<file path="src/rtl/uart_ctrl_regs.sv">
// CPU-visible control/status registers for a UART plus a small TX start/busy sequencer.
// Optional interrupt logic and IE bits are enabled by defining UART_CTRL_IRQ_EN.
module uart_ctrl_regs #(
  parameter int DATA_W = 32,
  parameter int CHAR_W = 8,
  parameter int DIV_W  = 16
) (
  input  logic              clk_i,
  input  logic              rst_i,
  input  logic [1:0]        addr_i,
  input  logic              wr_i,
  input  logic [DATA_W-1:0] wdata_i,
  output logic [DATA_W-1:0] rdata_o,
  output logic              tx_start_o,
  output logic [CHAR_W-1:0] tx_data_o,
  input  logic              tx_busy_i,
  input  logic              rx_valid_i,
  input  logic [CHAR_W-1:0] rx_data_i,
  output logic [DIV_W-1:0]  div_o,
  output logic              irq_o,
  output logic [1:0]        tx_state_o
);

  typedef enum logic [1:0] {
    S_IDLE  = 2'd0,
    S_START = 2'd1,
    S_WAIT  = 2'd2
  } tx_state_t;

  tx_state_t         state;
  logic              send;
  logic              rx_new;
  logic              ovr;
  logic              txdone;
  logic [2:0]        ie;
  logic              tx_start;
  logic              irq;
  logic [CHAR_W-1:0] txdata;
  logic [CHAR_W-1:0] rxdata;
  logic [DIV_W-1:0]  div;

  logic wr_ctrl;
  logic wr_tx;
  logic wr_div;
  logic unused_wdata;

  assign wr_ctrl      = wr_i && (addr_i == 2'd0);
  assign wr_tx        = wr_i && (addr_i == 2'd1);
  assign wr_div       = wr_i && (addr_i == 2'd3);
  assign unused_wdata = ^wdata_i;

  // Handshake: tx_start_o stays high in START until the transmitter answers
  // with tx_busy_i=1; the transfer is complete when tx_busy_i falls in WAIT.
  always_ff @(posedge clk_i or negedge rst_i) begin
    if (!rst_i) begin
      state    <= S_IDLE;
      send     <= 1'b0;
      txdone   <= 1'b0;
      tx_start <= 1'b0;
    end else begin
      if (wr_ctrl && wdata_i[3]) txdone <= 1'b0;
      case (state)
        S_IDLE: begin
          if (wr_ctrl && wdata_i[0]) begin
            send     <= 1'b1;
            tx_start <= 1'b1;
            state    <= S_START;
          end
        end
        S_START: begin
          if (tx_busy_i) begin
            tx_start <= 1'b0;
            state    <= S_WAIT;
          end
        end
        S_WAIT: begin
          if (!tx_busy_i) begin
            send   <= 1'b0;
            txdone <= 1'b1;
            state  <= S_IDLE;
          end
        end
        default: begin
          send     <= 1'b0;
          tx_start <= 1'b0;
          state    <= S_IDLE;
        end
      endcase
    end
  end

  // Hardware sets of NEW/OVR take priority over a same-cycle CPU clear.
  always_ff @(posedge clk_i or negedge rst_i) begin
    if (!rst_i) begin
      rx_new <= 1'b0;
      ovr    <= 1'b0;
      txdata <= '0;
      rxdata <= '0;
      div    <= '0;
    end else begin
      if (wr_tx && !send) txdata <= wdata_i[CHAR_W-1:0];
      if (wr_div) div <= wdata_i[DIV_W-1:0];
      if (rx_valid_i) begin
        rxdata <= rx_data_i;
        rx_new <= 1'b1;
      end else if (wr_ctrl && wdata_i[1]) begin
        rx_new <= 1'b0;
      end
      if (rx_valid_i && rx_new) ovr <= 1'b1;
      else if (wr_ctrl && wdata_i[2]) ovr <= 1'b0;
    end
  end

`ifdef UART_CTRL_IRQ_EN
  always_ff @(posedge clk_i or negedge rst_i) begin
    if (!rst_i) begin
      ie  <= 3'b000;
      irq <= 1'b0;
    end else begin
      if (wr_ctrl) ie <= wdata_i[6:4];
      irq <= (rx_new & ie[0]) | (txdone & ie[1]) | (ovr & ie[2]);
    end
  end
`else
  assign ie  = 3'b000;
  assign irq = 1'b0;
`endif

  always_comb begin
    rdata_o = '0;
    case (addr_i)
      2'd0:    rdata_o[6:0]        = {ie, txdone, ovr, rx_new, send};
      2'd1:    rdata_o[CHAR_W-1:0] = txdata;
      2'd2:    rdata_o[CHAR_W-1:0] = rxdata;
      default: rdata_o[DIV_W-1:0]  = div;
    endcase
  end

  assign tx_start_o = tx_start;
  assign tx_data_o  = txdata;
  assign div_o      = div;
  assign irq_o      = irq;
  assign tx_state_o = state;

endmodule

</file>
<file path="config.mk">
export PLATFORM = sky130hd
export DESIGN_NAME = uart_ctrl_regs
export DESIGN_NICKNAME = d
export VERILOG_FILES = /design/src/rtl/uart_ctrl_regs.sv
export SDC_FILE = /design/constraint.sdc
export NUM_CORES = 1
export LEC_CHECK = 0
export CORE_ASPECT_RATIO = 0.9
export CORE_UTILIZATION = 30
export CTS_BUF_LIST = sky130_fd_sc_hd__clkbuf_4
export CTS_CLUSTER_DIAMETER = 200
export DETAILED_ROUTE_END_ITERATION = 6
export PLACE_DENSITY = 0.7
export SETUP_SLACK_MARGIN = 0.05
export SLEW_MARGIN = 15
export SYNTH_ARGS = -nofsm -noshare
export SYNTH_HDL_FRONTEND = slang
export SYNTH_SLANG_ARGS = --single-unit
</file>
<file path="constraint.sdc">
create_clock -name clk_i -period 1.4 [get_ports clk_i]
set_input_delay 0.14 -clock clk_i [delete_from_list [all_inputs] [get_ports clk_i]]
set_output_delay 0.14 -clock clk_i [all_outputs]
set_load 0.005 [all_outputs]
</file>
==> results.toml, run 1 <==
[clock_tree]
htree_num_levels = 2
clk_latency_ns = 0.35
cts_made_buffers = 5
clock-sinks = 39
cts_tree = "yes"
clockBufferDepth = 2
cts_root_buffer = "clkbuf_4"
clk_pin_slew_ns = 0.12

[final_layout]
final_common_cell = "buf_4"
area_delta_synth_final_pct = 64.6
diodes = 0
utilization_pct = 51.2
drive_gt1_share_pct = 44.8
layout_common_cells = "buf_4, dfrtp_1, clkdlybuf4s50_1"
nFillCells = 579
nNetsFinal = 316

[worst_hold_path]
min_path_type = "input port to asynchronous set/reset pin"

[timing]
period_share_pct = 107
period_minus_slack_ns = 1.49
slew_viol_final = 0
rsz0062_at_grt = "true"
fin_ws_ns = -0.0922
hold_viol_final = 0
fmax_mhz = 670
clock_skew_ns = 0.00706
setup_viol = 16
hold_ws_ns = 0.281

[synth]
synthCells = 139
synth.distinct_cells = 23
ys_ff_latch = 39
synth_seq_area_share_pct = 51.3
synth_warnings = 0
avgSynthCellArea_um2 = 13.7
netlist_area_mm2 = 0.00190

[pwr]
p_per_area_mw_per_mm2 = 1100
fin_total_pwr_mw = 3.44
peakVddDrop_v = 0.000549
leakagePower_nw = 1.54

[worst_setup_path]
ff2ff_setup_slack_ns = -0.03
r2r_cells = 4
path_max_fanout = 2
critPathCaptureType = "primary output"
arrival_ns = 1.35
path_class = "register to primary output"
worstReg2RegStart = "send$_DFFE_PN0P_"
required_ns = 1.26
rr_endpoint = "tx_data_o[1]$_DFFE_PN0P_"
start_kind = "register"

[drt]
vias = 1570
antenna_left = 0
post-route-drc-count = 0
wl_um = 5070
avgRoutedWirePerCell_um = 14.2
viasPerCell = 4.40
drt_iter0_drc = 38
drtPass1Iterations = 4

[outcome]
violations = "setup timing"
status = "complete, but fails checks"

[die]
die_w_um = 86.0
design.die.area_mm2 = 0.00667
ios = 107
fp-row-count = 27
die_y_um = 77.6
initial_utilization_pct = 31.1
fp.coreArea_mm2 = 0.00611

[place]
hpwl_um = 3460
globalplace.congestion = 0.734
port_buffers = 73

[flow_run]
cap_violations = 0

[global_route]
globalRoute.totalOverflow = 0
grt_pass1_wl_um = 7940
grt_max_degree = 21
grt_pass1_vias = 1574
antenna_found_initial = 0
track_usage_pct = 15.8
==> worst max path at each step <==
stage | cells past startpoint | slack (ns) | endpoint | startpoint
5_1_grt | 3 | -0.16 | rdata_o[5] | tx_data_o[5]$_DFFE_PN0P_
6_report | 3 | -0.09 | rdata_o[5] | tx_data_o[5]$_DFFE_PN0P_
4_1_cts | 2 | -0.11 | rdata_o[3] | txdone$_DFF_PN0_
3_5_place_dp | 5 | -0.54 | rdata_o[5] | addr_i[1]
2_1_floorplan | 3 | 0.13 | tx_data_o[0]$_DFFE_PN0P_ | send$_DFFE_PN0P_
3_3_place_gp | 5 | -0.54 | rdata_o[5] | addr_i[1]
==> through the flow <==
stage | worst slack, ns | std cells | area (um^2) | setup TNS, ns
3_3_place_gp | -0.537 | 326 | 2920 | -16.40
5_1_grt | -0.155 | 357 | 3130 | -1.54
2_1_floorplan | 0.130 | 155 | 1960 | 0
6_report | -0.0922 | 357 | 3130 | -0.724
3_5_place_dp | -0.537 | 326 | 2920 | -16.07
4_1_cts | -0.108 | 350 | 3080 | -1.04
==> per-layer routing <==
metal,share of wire [%],global-route usage [%],up-vias,routed length [um]
met5,0,0,-,0
met4,1.3,5.00,0,66
met3,6.9,4.15,7,349
met2,49,25.4,61,2460
met1,43,20.7,784,2200
li1,-,-,718,-
==> flip-flops by register name (all words and copies together) (netlist names) <==
name,flops
tx_state_o,2
rx_new,1
rxdata,8
div_o,16
ovr,1
tx_start_o,1
send,1
tx_data_o,8
txdone,1
==> Yosys cell counts (all sizes together) <==
cell | count | share of area, %
inv | 1 | 0.20
nor4bb | 1 | 1.3
mux4 | 4 | 4.7
nand3 | 4 | 1.7
nor3b | 1 | 0.66
dfrtp | 39 | 51
o2bb2ai | 1 | 0.46
o21ai | 2 | 0.53
nor2 | 2 | 0.39
nor2b | 1 | 0.33
a22o | 5 | 2.3
and3 | 8 | 2.6
nand2b | 2 | 0.66
nand2 | 5 | 0.99
mux2 | 36 | 21
clkbuf | 2 | 0.39
a21boi | 1 | 0.39
conb | 1 | 0.20
a21o | 1 | 0.39
buf | 22 | 9.1
==> logic make-up (layout without fill, tap and decap cells) <==
family | Yosys count | count (layout) | share of synthesized area [%]
compound gates | 10 | 10 | 4.08
buf+inv | 25 | 140 | 9.73
flops | 39 | 39 | 51.3
mux | 40 | 40 | 26.0
other cells | 1 | 17 | 0.197
simple gates | 24 | 24 | 8.68
==> power by group <==
part | switching (mW) | internal (mW) | leakage, nW
Sequential | 0.128 | 1.35 | 0.464
Combinational | 0.432 | 0.927 | 1.04
Clock | 0.370 | 0.235 | 0.0361
==> critical path, stage by stage, from the launching register on <==
cell and delay [ns]:
dfrtp_1 0.41, mux2_4 0.28, a22o_1 0.20, buf_2 0.12
==> final cells by class <==
type	count	area [um^2]	area share, %
tap	87	109	3.48
sequential	39	976	31.2
clock inverter	1	5.00	0.160
timing repair buffer	131	1140	36.4
inverter	1	3.75	0.120
clock buffer	7	52.6	1.68
multi-input combinational	91	847	27.0
==> repair_timing <==
action / in CTS / in global routing
hold endpoints to repair: 19 / 0
pin swaps: 2 / 3
buffers inserted: 16 / 8
endpoints found under the setup margin: 51 / 26
hold buffers: 1 / 0
gates resized for setup: 86 / 16
Power figures use the tool's default switching activity.
==> inputs of run 2 (changes only) <==
- TNS_END_PERCENT: unset -> 20
==> run 2 against run 1 <==
The run still ends with setup timing left; wire length fell by 2.6%; combinational power down 4%; clock skew shrank 0.0031 ns; final cell count is 1.4% lower; first-iteration DRC count increased by 11%; flip-flop and latch count did not move; utilization decreased by 0.68 points; via count down 1.7%.
==> results.toml, run 2 (synthesized netlist as in run 1, its figures left out) <==
[timing]
setup_viol = 12
hold_viol_final = 0
clock_skew_ns = 0.00399
period_share_pct = 106
slew_viol_final = 0
rsz0062_at_grt = "true"
fmax_mhz = 672
fin_ws_ns = -0.0885
period_minus_slack_ns = 1.49

[pwr]
p_per_area_mw_per_mm2 = 1090
p_switching_mw = 0.906
clkPwrFrac_pct = 17.7
netSwitchingFraction_pct = 26.8
fin_total_pwr_mw = 3.38
leakagePower_nw = 1.51
peakVddDrop_v = 0.000546
combPwrFrac_pct = 38.6
p_seq_share_pct = 43.7
internal_power_mw = 2.47

[die]
die_w_um = 86.0
initial_utilization_pct = 31.1
fp-row-count = 27
die_y_um = 77.6
design.die.area_mm2 = 0.00667
fp.coreArea_mm2 = 0.00611
ios = 107

[final_layout]
instances_no_fill = 352
layout_common_cells = "buf_4, dfrtp_1, clkdlybuf4s50_1"
nNetsFinal = 311
area_delta_synth_final_pct = 62.4
diodes = 0
drive_gt1_share_pct = 43.4
largest_register_ffs = 16
final_common_cell = "buf_4"

[place]
port_buffers = 73
place_ws_ns = -0.537
globalplace.congestion = 0.734
hpwl_um = 3460
placed_cells = 326

[clock_tree]
htree_num_levels = 2
clockBufferDepth = 2
clk_latency_ns = 0.34
clk_pin_slew_ns = 0.11
clock-sinks = 39
cts_tree = "yes"
cts_made_buffers = 5
cts_root_buffer = "clkbuf_4"

[drt]
wl_um = 4940
vias = 1543
drt_iter0_drc = 42
avgRoutedWirePerCell_um = 14.0
viasPerCell = 4.38
antenna_left = 0
drtPass1Iterations = 4
post-route-drc-count = 0

[global_route]
antenna_found_initial = 0
grt_max_degree = 21
grt_pass1_vias = 1576
grt_pass1_wl_um = 7950
globalRoute.totalOverflow = 0
track_usage_pct = 15.8

[flow_run]
cap_violations = 0

[worst_setup_path]
slowest_delay_ns = 0.41
cpMaxStageDelayCell = "dfrtp_1"
cp_top_family = "flip-flops"
arrival_ns = 1.35
path_class = "register to primary output"
crit_buf_inv = 1
critPathCaptureType = "primary output"
path_cells = "mux2_4 > a22o_1 > buf_2"
start_kind = "register"
required_ns = 1.26
path_max_fanout = 2

[worst_hold_path]
min_path_type = "input port to asynchronous set/reset pin"

[outcome]
status = "complete, but fails checks"
violations = "setup timing"
==> run 2: changes by cell type in the layout (fill, tap and decap cells not counted), sizes merged <==
cell | previous run | this run
clkbuf | 11 | 10
dlygate4sd2 | 24 | 25
buf | 66 | 61
==> run 2: layer usage <==
layer	GRT usage, %	part of all wire (%)	up-vias
met5	0	0	-
met4	5.00	1.3	0
met3	4.15	5.7	7
met2	25.6	49	55
met1	20.6	44	775
li1	-	-	706
==> run 2: cell type report <==
cell class                 instances  area, um^2
inverter                           1        3.75
sequential                        39         976
tap                               87         109
clock buffer                       7        52.6
fill                             585        3020
clock inverter                     1        5.00
timing repair buffer             126        1100
multi-input combinational         91         843
==> run 2: power by group through the flow <==
stage	clock network (mW)	registers (mW)	logic, mW
finish	0.597	1.48	1.31
global route	0.680	1.50	1.42
CTS	0.633	1.47	1.29
detailed placement	0	1.50	1.34
global placement	0	1.49	1.31
floorplan	0	1.52	0.420
==> run 2: final timing paths <==
check                                          from                        to  slack [ns]  depth (start not counted)
setup / recovery           tx_data_o[5]$_DFFE_PN0P_                rdata_o[5]       -0.09                          3
hold / removal                                rst_i          send$_DFFE_PN0P_        0.28                          2
setup reg to reg                   send$_DFFE_PN0P_  tx_data_o[4]$_DFFE_PN0P_       -0.03                          4
hold reg to reg                    txdone$_DFF_PN0_          txdone$_DFF_PN0_        0.51                          1
max in group asynchronous                     rst_i     div_o[11]$_DFFE_PN0P_        0.64                          3
min in group clk_i                     rx_data_i[2]     rxdata[2]$_DFFE_PN0P_        0.39                          2
==> run 2: metrics by stage <==
step / hold slack [ns] / utilization, % / setup TNS [ns] / cell area (um^2)
after floorplan: -0.156 / - / 0 / 1960
after global placement: 0.132 / 47.7 / -16.40 / 2920
after detailed placement: 0.132 / 47.7 / -16.07 / 2920
after CTS: 0.270 / 50.1 / -1.04 / 3060
after global routing: 0.294 / 50.5 / -1.49 / 3090
final: 0.285 / 50.5 / -0.655 / 3090
==> run 2: repair_timing <==
item,CTS,global route
resized for setup,86,12
hold buffers,1,0
setup endpoints to repair,51,26
cloned,0,0
pin swaps,2,4
endpoints found under the hold margin,19,0
buffers inserted,14,4
